<file path="config.mk">
export PLATFORM = sky130hd
export DESIGN_NAME = fetch_unit
export DESIGN_NICKNAME = d
export VERILOG_FILES = /design/src/rtl/fetch_pkg.sv /design/src/rtl/fetch_buffer.sv /design/src/rtl/fetch_unit.sv
export SDC_FILE = /design/constraint.sdc
export NUM_CORES = 1
export LEC_CHECK = 0
export CORE_MARGIN = 2
export CORE_UTILIZATION = 40
export DETAILED_ROUTE_END_ITERATION = 8
export PLACE_DENSITY = 0.71
export SYNTH_ARGS = -nofsm -noshare
export SYNTH_HDL_FRONTEND = slang
export SYNTH_SLANG_ARGS = --single-unit
</file>
<file path="constraint.sdc">
create_clock -name clk -period 9.2 [get_ports clk]
set_input_delay 0.92 -clock clk [delete_from_list [all_inputs] [get_ports clk]]
set_output_delay 0.92 -clock clk [all_outputs]
set_load 0.05 [all_outputs]
</file>
<file path="src/rtl/fetch_pkg.sv">
// ----------------------------------------------------------------------------
// fetch_pkg
// Shared types and default sizes for the instruction fetch stage.
//   fetch_state_e : fetch FSM states (IDLE, RUN, REDIR)
//   branch_e      : branch field encoding from execute (11 is reserved = none)
//   ADDR_W_DEF    : default PC width (PC is a word index)
//   DEPTH_DEF     : default fetch buffer depth (power of 2, >= 2)
// ----------------------------------------------------------------------------
package fetch_pkg;

    localparam int unsigned ADDR_W_DEF = 8;
    localparam int unsigned DEPTH_DEF  = 2;
    localparam int unsigned INST_W     = 32;

    typedef enum logic [1:0] {
        IDLE  = 2'b00,
        RUN   = 2'b01,
        REDIR = 2'b10
    } fetch_state_e;

    typedef enum logic [1:0] {
        BR_NONE = 2'b00,
        BR_EQ   = 2'b01,
        BR_LT   = 2'b10
    } branch_e;

    // Branch target modulo 2^ADDR_W; offset 0 yields the branch's own PC.
    function automatic logic [31:0] branch_target(input logic [31:0] pc,
                                                  input logic        dir,
                                                  input logic [4:0]  offset);
        logic [31:0] off_ext;
        off_ext = {27'd0, offset};
        return dir ? (pc - off_ext) : (pc + off_ext);
    endfunction

endpackage

</file>
<file path="src/rtl/fetch_buffer.sv">
// ----------------------------------------------------------------------------
// fetch_buffer
// Synchronous FIFO holding fetched {pc, instruction} entries.
//   clk, rst  : clock, asynchronous active-high reset
//   push/wdata: write an entry at the tail (ignored when full)
//   pop       : consume the head entry (ignored when empty)
//   flush     : drop every entry; takes priority over push and pop
//   rdata     : head entry (only meaningful when !empty)
//   count     : number of stored entries
//   full/empty: occupancy flags
// ----------------------------------------------------------------------------
module fetch_buffer #(
    parameter int unsigned WIDTH = 40,
    parameter int unsigned DEPTH = 2
) (
    input  logic                       clk,
    input  logic                       rst,
    input  logic                       push,
    input  logic [WIDTH-1:0]           wdata,
    input  logic                       pop,
    input  logic                       flush,
    output logic [WIDTH-1:0]           rdata,
    output logic [$clog2(DEPTH):0]     count,
    output logic                       full,
    output logic                       empty
);

    localparam int unsigned PTR_W = $clog2(DEPTH);

    logic [WIDTH-1:0] mem_q [DEPTH];
    logic [PTR_W-1:0] wr_ptr_q;
    logic [PTR_W-1:0] rd_ptr_q;
    logic [PTR_W:0]   count_q;
    logic             do_push;
    logic             do_pop;

    always_comb begin
        empty   = (count_q == '0);
        full    = (count_q == (PTR_W + 1)'(DEPTH));
        do_push = push & ~full & ~flush;
        do_pop  = pop & ~empty & ~flush;
        count   = count_q;
        rdata   = mem_q[rd_ptr_q];
    end

    // DEPTH is a power of two, so the pointers wrap naturally.
    always_ff @(posedge clk or posedge rst) begin
        if (rst) begin
            wr_ptr_q <= '0;
            rd_ptr_q <= '0;
            count_q  <= '0;
        end else if (flush) begin
            wr_ptr_q <= '0;
            rd_ptr_q <= '0;
            count_q  <= '0;
        end else begin
            if (do_push) wr_ptr_q <= wr_ptr_q + 1'b1;
            if (do_pop)  rd_ptr_q <= rd_ptr_q + 1'b1;
            case ({do_push, do_pop})
                2'b10:   count_q <= count_q + 1'b1;
                2'b01:   count_q <= count_q - 1'b1;
                default: count_q <= count_q;
            endcase
        end
    end

    // Storage needs no reset; the read side is gated by empty.
    always_ff @(posedge clk) begin
        if (do_push) mem_q[wr_ptr_q] <= wdata;
    end

endmodule

</file>
<file path="src/rtl/fetch_unit.sv">
// ----------------------------------------------------------------------------
// fetch_unit
// Instruction fetch stage: owns the PC, issues instruction memory reads,
// buffers returned words and hands them to decode over valid/ready.
// Taken beq/blt branches from execute redirect the PC and flush the buffer.
//
// Ports:
//   clk, rst            clock, asynchronous active-high reset
//   run                 fetch enable (buffer still drains when low)
//   imem_req/imem_addr  read request and word address (= pc)
//   imem_rdata          read data, one cycle after imem_req
//   inst_valid/ready    handshake toward decode; inst/inst_pc payload
//   br_valid, br_pc     branch being resolved by execute and its PC
//   branch              00 none, 01 beq, 10 blt, 11 none
//   branch_dir/offset   target = br_pc -/+ offset (word units)
//   alu_zero, alu_neg   execute compare flags
//   redirect            registered pulse, one cycle after a taken branch
//   stall_cnt/redir_cnt optional saturating counters (FETCH_PERF_CNT_EN)
//
// Build option: define FETCH_PERF_CNT_EN to add stall_cnt and redir_cnt.
// ----------------------------------------------------------------------------
module fetch_unit
    import fetch_pkg::*;
#(
    parameter int unsigned ADDR_W = ADDR_W_DEF,
    parameter int unsigned DEPTH  = DEPTH_DEF
) (
    input  logic              clk,
    input  logic              rst,
    input  logic              run,
    output logic              imem_req,
    output logic [ADDR_W-1:0] imem_addr,
    input  logic [31:0]       imem_rdata,
    output logic              inst_valid,
    input  logic              inst_ready,
    output logic [31:0]       inst,
    output logic [ADDR_W-1:0] inst_pc,
    input  logic              br_valid,
    input  logic [ADDR_W-1:0] br_pc,
    input  logic [1:0]        branch,
    input  logic              branch_dir,
    input  logic [4:0]        branch_offset,
    input  logic              alu_zero,
    input  logic              alu_neg,
    output logic              redirect
`ifdef FETCH_PERF_CNT_EN
    ,
    output logic [15:0]       stall_cnt,
    output logic [15:0]       redir_cnt
`endif
);

    localparam int unsigned CNT_W = $clog2(DEPTH) + 1;
    localparam int unsigned ENT_W = ADDR_W + INST_W;

    fetch_state_e      state_q, state_d;
    logic [ADDR_W-1:0] pc_q, pc_d;
    logic              inflight_q;
    logic [ADDR_W-1:0] inflight_pc_q;
    logic              redirect_q;

    logic              taken;
    logic [ADDR_W-1:0] target;
    logic [31:0]       target_full;
    logic [CNT_W-1:0]  buf_count;
    logic [CNT_W:0]    occupancy;
    logic              buf_full;
    logic              buf_empty;
    logic              buf_push;
    logic              buf_pop;
    logic [ENT_W-1:0]  buf_rdata;

    // Branch resolution and target computation.
    always_comb begin
        taken = br_valid & (((branch == BR_EQ) & alu_zero) | ((branch == BR_LT) & alu_neg));
        target_full = branch_target(32'(br_pc), branch_dir, branch_offset);
        target      = target_full[ADDR_W-1:0];
    end

    // Issue only while the buffer can absorb every outstanding response.
    always_comb begin
        occupancy = {1'b0, buf_count} + {{CNT_W{1'b0}}, inflight_q};
        imem_req  = (state_q == RUN) & ~taken & (occupancy < (CNT_W + 1)'(DEPTH));
        imem_addr = pc_q;
    end

    // Next-state logic; a taken branch overrides everything.
    always_comb begin
        state_d = state_q;
        unique case (state_q)
            IDLE:    if (run) state_d = RUN;
            RUN:     if (!run) state_d = IDLE;
            REDIR:   state_d = run ? RUN : IDLE;
            default: state_d = IDLE;
        endcase
        if (taken) state_d = REDIR;

        pc_d = pc_q;
        if (taken) begin
            pc_d = target;
        end else if (imem_req) begin
            pc_d = pc_q + 1'b1;
        end
    end

    always_ff @(posedge clk or posedge rst) begin
        if (rst) begin
            state_q       <= IDLE;
            pc_q          <= '0;
            inflight_q    <= 1'b0;
            inflight_pc_q <= '0;
            redirect_q    <= 1'b0;
        end else begin
            state_q    <= state_d;
            pc_q       <= pc_d;
            inflight_q <= imem_req;
            if (imem_req) inflight_pc_q <= pc_q;
            redirect_q <= taken;
        end
    end

    // A response arriving in the cycle a branch is taken belongs to the old
    // path, so it is dropped along with the flushed buffer.
    always_comb begin
        buf_push = inflight_q & ~taken & ~buf_full;
        buf_pop  = ~buf_empty & inst_ready;
    end

    fetch_buffer #(
        .WIDTH (ENT_W),
        .DEPTH (DEPTH)
    ) u_fetch_buffer (
        .clk   (clk),
        .rst   (rst),
        .push  (buf_push),
        .wdata ({inflight_pc_q, imem_rdata}),
        .pop   (buf_pop),
        .flush (taken),
        .rdata (buf_rdata),
        .count (buf_count),
        .full  (buf_full),
        .empty (buf_empty)
    );

    // Payload is forced to zero when nothing is valid.
    always_comb begin
        inst_valid = ~buf_empty;
        inst       = buf_empty ? '0 : buf_rdata[INST_W-1:0];
        inst_pc    = buf_empty ? '0 : buf_rdata[ENT_W-1:INST_W];
        redirect   = redirect_q;
    end

`ifdef FETCH_PERF_CNT_EN
    logic [15:0] stall_cnt_q;
    logic [15:0] redir_cnt_q;

    always_ff @(posedge clk or posedge rst) begin
        if (rst) begin
            stall_cnt_q <= '0;
            redir_cnt_q <= '0;
        end else begin
            if (inst_valid & ~inst_ready & (stall_cnt_q != 16'hFFFF)) begin
                stall_cnt_q <= stall_cnt_q + 16'd1;
            end
            if (taken & (redir_cnt_q != 16'hFFFF)) begin
                redir_cnt_q <= redir_cnt_q + 16'd1;
            end
        end
    end

    always_comb begin
        stall_cnt = stall_cnt_q;
        redir_cnt = redir_cnt_q;
    end
`endif

endmodule

</file>
* Word-level counts from Yosys, hierarchy flattened
Memories as Yosys holds them, arrays and structs flattened.
Cells that the tools add are included.
** Operators by class
- Reductions and logical operators :: 7
- Muxes and demuxes :: 18
- Equal/unequal tests :: 9
- Bitwise logic cells :: 16
- Magnitude comparators :: 1
- Add/subtract/negate cells :: 8
** Operators with widths (number)
- $mux 32 :: 1
- $mux 8 :: 4
- $and 1x1->1 :: 12
- $add 8x1->8 const B :: 1
- $add 8x5->8 :: 1
- $eq 2x2->1 const B :: 4
- $mux 2 :: 4
- $sub 8x5->8 :: 1
- $mux 1 :: 7
- $eq 2x1->1 const B :: 3
- $ne 3x3->1 const B :: 2
- $pmux 2 s3 :: 1
- $reduce_bool 2->1 :: 3
- $logic_not 2->1 :: 2
- $pmux 2 s2 :: 1
- $add 2x1->3 :: 1
- $lt 3x2->1 const B :: 1
- $not 1->1 :: 3
- $reduce_bool 3->1 :: 1
- $add 1x1->1 const B :: 2
- $add 2x1->2 const B :: 1
- $reduce_and 2->1 :: 1
- $sub 2x1->2 const B :: 1
- $or 1x1->1 :: 1
** Word-level totals
- Register bits :: 24
- Bits of input ports :: 55
- Output and inout bits :: 51
- Memories :: 1
- RAM bits :: 80
- Word-level logic and storage cells :: 68
** Memories
- u_fetch_buffer.mem_q :: depth 2, bits a word 40, rd ports 1, clocked after Yosys merged registers in 0, wr ports 1, RTL line fetch_buffer.sv:30 : logic [WIDTH-1:0] mem_q [DEPTH];

* Logic depth before layout (Yosys ltp)
- Depth after elaboration :: 12
- Mapped depth :: 10
- Depth with buffers taken out :: 10

* By module
A second synthesis with hierarchy kept.
** Second synthesis, totals
- Cell total of the unflattened synthesis :: 324
- Area, all modules :: 4680.7 um^2
** Modules (own cells, without submodules)
- fetch_buffer :: area an instance 3113.0 um^2, cells an instance 152, instances 1
- fetch_unit :: area an instance 1567.8 um^2, cells an instance 172, instances 1

* Worst setup path after synthesis
No wires, ideal clock.
- Path kind :: input to register
- From :: input port branch[1]
- To :: memory u_fetch_buffer.mem_q[0][0] (enable)
- Path slack :: 4210 ps
- Arrival time :: 4504 ps
- Stages :: 6
- Data required time :: 8713 ps
- Cell sequence :: nand3b_1 > o21ai_0 > nand2_1 > clkinv_1 > buf_1 > nor3_1
** Between the ends
- Longest elaborated chain between the ends :: 11
** Ends and longest elaborated chain
- from (decl) :: RTL line fetch_unit.sv:40 : input logic [1:0] branch,
- $eq 2x1->1 / $eq 2x2->1 (equally long branches) :: RTL line fetch_unit.sv:75 : taken = br_valid & (((branch == BR_EQ) & alu_zero) | ((branch == BR_LT) & alu_neg));
- $and 1x1->1 :: RTL line fetch_unit.sv:75
- $or 1x1->1 * :: RTL line fetch_unit.sv:75
- $and 1x1->1 * :: RTL line fetch_unit.sv:75
- $not 1->1 * :: RTL line fetch_buffer.sv:40, fetch_unit.sv:125
- $and 1x1->1 (2 in a row) :: RTL line fetch_unit.sv:125 : buf_push = inflight_q & ~taken & ~buf_full;
- $and 1x1->1 :: RTL line fetch_buffer.sv:40 : do_push = push & ~full & ~flush;
- $and 1x1->1 * :: RTL line fetch_buffer.sv:40
- $mux 1 * :: RTL line fetch_buffer.sv:69 : if (do_push) mem_q[wr_ptr_q] <= wdata;
- $mux 1 (not written as such) * :: RTL line fetch_buffer.sv:69
- to (decl) :: RTL line fetch_buffer.sv:30
Mark *: on every way between the ends. The rest lies on a longest branch, timed or not.

* Final worst setup path
- From :: input port branch[1]
- To :: output port imem_req
** Between the ends
- Longest elaborated chain between the ends :: 7
** Ends and longest elaborated chain
- $eq 2x1->1 / $eq 2x2->1 (equally long branches) :: RTL line fetch_unit.sv:75
- $and 1x1->1 :: RTL line fetch_unit.sv:75
- $or 1x1->1 * :: RTL line fetch_unit.sv:75
- $and 1x1->1 * :: RTL line fetch_unit.sv:75
- $not 1->1 * :: RTL line fetch_unit.sv:83 : imem_req = (state_q == RUN) & ~taken & (occupancy < (CNT_W + 1)'(DEPTH));
- $and 1x1->1 * (2 in a row) :: RTL line fetch_unit.sv:83
- to (decl) :: RTL line fetch_unit.sv:31 : output logic imem_req,
Marks and branches as above.

==> impl_metrics.py <==
metrics = {
    "hold_path": {
        "hold_path.class": "flip-flop to flip-flop",
    },
    "sta": {
        "worst_pin_slew_ns": 0.923,
        "worst_slack_ns": 5.10,
        "fin_crit_sh": 0.446,
        "setup_tns_ns": 0,
        "rsz0062_at_grt": "false",
        "hold_ws_ns": 0.476,
        "slew_viol_final": 0,
        "finalCriticalPeriod_ns": 4.10,
        "worst_slew_margin_rel": 0.384,
        "hold_violations": 0,
        "timing.fmax_mhz": 244,
        "finalSetupViolations": 0,
        "skew_ns": 0.0147,
    },
    "worst_setup_path": {
        "worst-path-max-fanout": 10,
        "worstSetupStartpointType": "primary input",
        "crit_top_cell": "clkdlybuf4s50_1",
        "setup.worst_path.class": "primary input to output port",
        "cp_cell_sequence": "clkdlybuf4s50_1 > nand3b_1 > o21ai_0 > nand2_1 > and2_1 > clkdlybuf4s50_1",
        "max_stage_delay_ns": 0.92,
        "cp_slowest_cell": "clkdlybuf4s50_1",
        "critPathArrivalTime_ns": 3.18,
        "critPathCaptureType": "output port",
        "required_ns": 8.28,
        "crit_buf_inv": 2,
        "r2r_slack_ns": 7.11,
        "cp_top_family": "buffers and inverters",
    },
    "place": {
        "dp_hpwl_um": 5840,
        "io_buffers": 105,
        "place_ws_ns": 5.10,
        "gp_congestion": 0.750,
    },
    "pwr": {
        "cellPowerDensity_nw_per_um2": 329,
        "switching_share": 0.433,
        "ir_drop_mv": 0.173,
        "internal-power_mw": 1.11,
        "p_switching_mw": 0.844,
        "clkPwrFrac": 0.150,
        "seq_power_share": 0.358,
        "pwr-share-comb": 0.492,
        "leakage_nw": 2.22,
    },
    "cts": {
        "clk_latency_ns": 0.36,
        "clockBufferDepth": 2,
        "root_buffer": "clkbuf_8",
        "cts_hold_buf": 0,
        "postCtsSetupBuffers": 0,
        "cts_max_level": 3,
        "cts-resized-gates": 0,
        "cts_tree": "yes",
        "path_clk_slew_ns": 0.09,
        "clock-sinks": 104,
        "cts-buffers-inserted": 9,
    },
    "detailed_routing": {
        "dr.pass1.iters": 5,
        "drc_errors": 0,
        "wirelength_um": 8580,
        "ant_nets": 0,
        "vias": 2814,
        "routedWlPerCell_um": 15.0,
        "vias_per_cell": 4.91,
        "dr.first_iter.drc_count": 162,
    },
    "yosys": {
        "ys.warnings.count": 0,
        "synth_nets": 386,
        "syn_area_per_cell_um2": 14.0,
        "synth_cell_type_count": 39,
        "syn-cell-area_um2": 4490,
        "yosys.area.top_type": "edfxtp_1",
        "synth_cells": 320,
        "ys_ff_latch": 104,
        "ys_top_cells_by_area": "edfxtp_1 53%, dfrtp_1 13%, mux2i_1 9.6%",
        "synth_top_area_frac": 0.535,
        "ys_seq_area_frac": 0.669,
    },
    "floorplanning": {
        "die_w_um": 110,
        "dieArea_um2": 12100,
        "ios": 106,
        "initial_core_util": 0.413,
        "core_um2": 10900,
        "row_count": 38,
        "die_h_um": 110,
    },
    "layout": {
        "drive_gt1_frac": 0.0762,
        "final_nets": 494,
        "fillCellCount": 953,
        "area_delta_synth_final_pct": 32.1,
        "n_antenna_cell": 0,
    },
    "flow_run": {
        "maxCapViolations": 0,
    },
    "global_routing": {
        "grt_max_degree": 42,
        "antenna_found_initial": 0,
        "grt_pass1_vias": 2708,
        "grt-ovfl-total": 0,
        "grt_usage": 0.145,
        "grt_pass1_wl_um": 13200,
    },
    "status": {
        "status": "finished clean",
    },
}
## cell usage after synthesis
cell / instances
a2111oi_0: 1
a2111oi_4: 1
a211oi_1: 3
a21o_1: 3
a21oi_1: 8
a31oi_1: 2
and2_1: 1
and3_1: 2
and3b_1: 1
buf_1: 1
buf_2: 1
clkbuf_1: 9
clkinv_1: 1
dfrtp_1: 24
edfxtp_1: 80
fa_1: 1
ha_1: 10
inv_1: 8
mux2_2: 8
mux2i_1: 43
nand2_1: 17
nand2b_1: 1
nand3_1: 1
nand3b_1: 2
nand4_1: 2
nand4_2: 1
nand4bb_1: 1
nor2_1: 50
nor2b_1: 1
nor3_1: 3
nor3b_1: 2
o211ai_1: 2
o21ai_0: 7
o21bai_1: 2
o22ai_1: 1
or2b_1: 1
or4_1: 1
xnor2_1: 5
xor2_1: 12
## per-stage QoR
step,cell area [um2],power [mW],instances,util
4_1_cts,5940,1.97,573,0.545
6_report,5940,1.95,573,0.545
5_1_grt,5940,2.05,573,0.545
3_3_place_gp,5720,1.67,557,0.525
2_1_floorplan,4490,1.37,320,-
3_5_place_dp,5720,1.68,557,0.525
## state kept, by name (all words and copies together), names as in the netlist
register	cells
u_fetch_buffer.mem_q	80
imem_addr	8
inflight_pc_q	8
state_q	2
u_fetch_buffer.count	2
inflight_q	1
redirect	1
u_fetch_buffer.rd_ptr_q	1
u_fetch_buffer.wr_ptr_q	1
## power groups by stage
stage | logic [mW] | clock network (mW) | registers (mW)
after floorplan | 0.616 | 0 | 0.750
after global placement | 0.964 | 0 | 0.704
after detailed placement | 0.970 | 0 | 0.711
after CTS | 0.973 | 0.300 | 0.700
after global routing | 1.02 | 0.321 | 0.713
final | 0.959 | 0.293 | 0.699
## layout make-up
cell class                      count  area, um2  share of cell area
Sequential cell                   104       3000               0.506
Clock inverter                      4       20.0             0.00337
Timing Repair Buffer              108       1070               0.181
Clock buffer                       12        199              0.0335
Tap cell                          140        175              0.0295
Inverter                            9       33.8             0.00569
Multi-Input combinational cell    196       1430               0.241
## worst paths after layout
path	from	endpoint	cells after the start
setup / recovery	branch[1]	imem_req	6
hold / removal	inflight_pc_q[7]	u_fetch_buffer.mem_q[0][39]	0
setup reg to reg	u_fetch_buffer.count[1]	inflight_pc_q[2]	3
hold reg to reg	inflight_pc_q[7]	u_fetch_buffer.mem_q[0][39]	0
max in group asynchronous	rst	u_fetch_buffer.rd_ptr_q	2
min in group asynchronous	rst	imem_addr[2]	2
## logic make-up (layout without fill, tap and decap cells)
group / Yosys count / count (layout) / synth area share
AOI/OAI and AO/OA: 30 / 30 / 0.0457
xor gates and xnor gates: 17 / 17 / 0.0331
adders and majority gates: 11 / 11 / 0.0323
buffers and inverters: 20 / 133 / 0.0170
DFF: 104 / 104 / 0.669
muxes: 51 / 51 / 0.116
and+or+nand+nor: 87 / 87 / 0.0875
## metal layers
layer	GRT usage	up-vias	routed length, um
met5	0	-	0
met1	0.179	1331	3720
met3	0.0517	9	817
met4	0.0524	0	97
li1	-	1375	-
met2	0.235	99	3940
## placed cells by master (no fill, tap or decap), types with 2 or more instances in the layout
cell	synthesis	final
edfxtp_1	80	80
mux2i_1	43	43
xnor2_1	5	5
mux2_2	8	8
clkinv_2	0	4
nor3_1	3	2
dfrtp_1	24	23
and3_1	2	2
a211oi_1	3	3
xor2_1	12	12
a21oi_1	8	8
inv_1	8	8
nand2_1	17	17
clkdlybuf4s50_1	0	105
nand3b_1	2	2
clkbuf_16	0	3
clkbuf_8	0	9
buf_4	0	3
nand4_1	2	2
nor2_1	50	49
a21o_1	3	3
a31oi_1	2	2
o21ai_0	7	7
o211ai_1	2	2
o21bai_1	2	2
ha_1	10	10
Power figures use the tool's default switching activity.
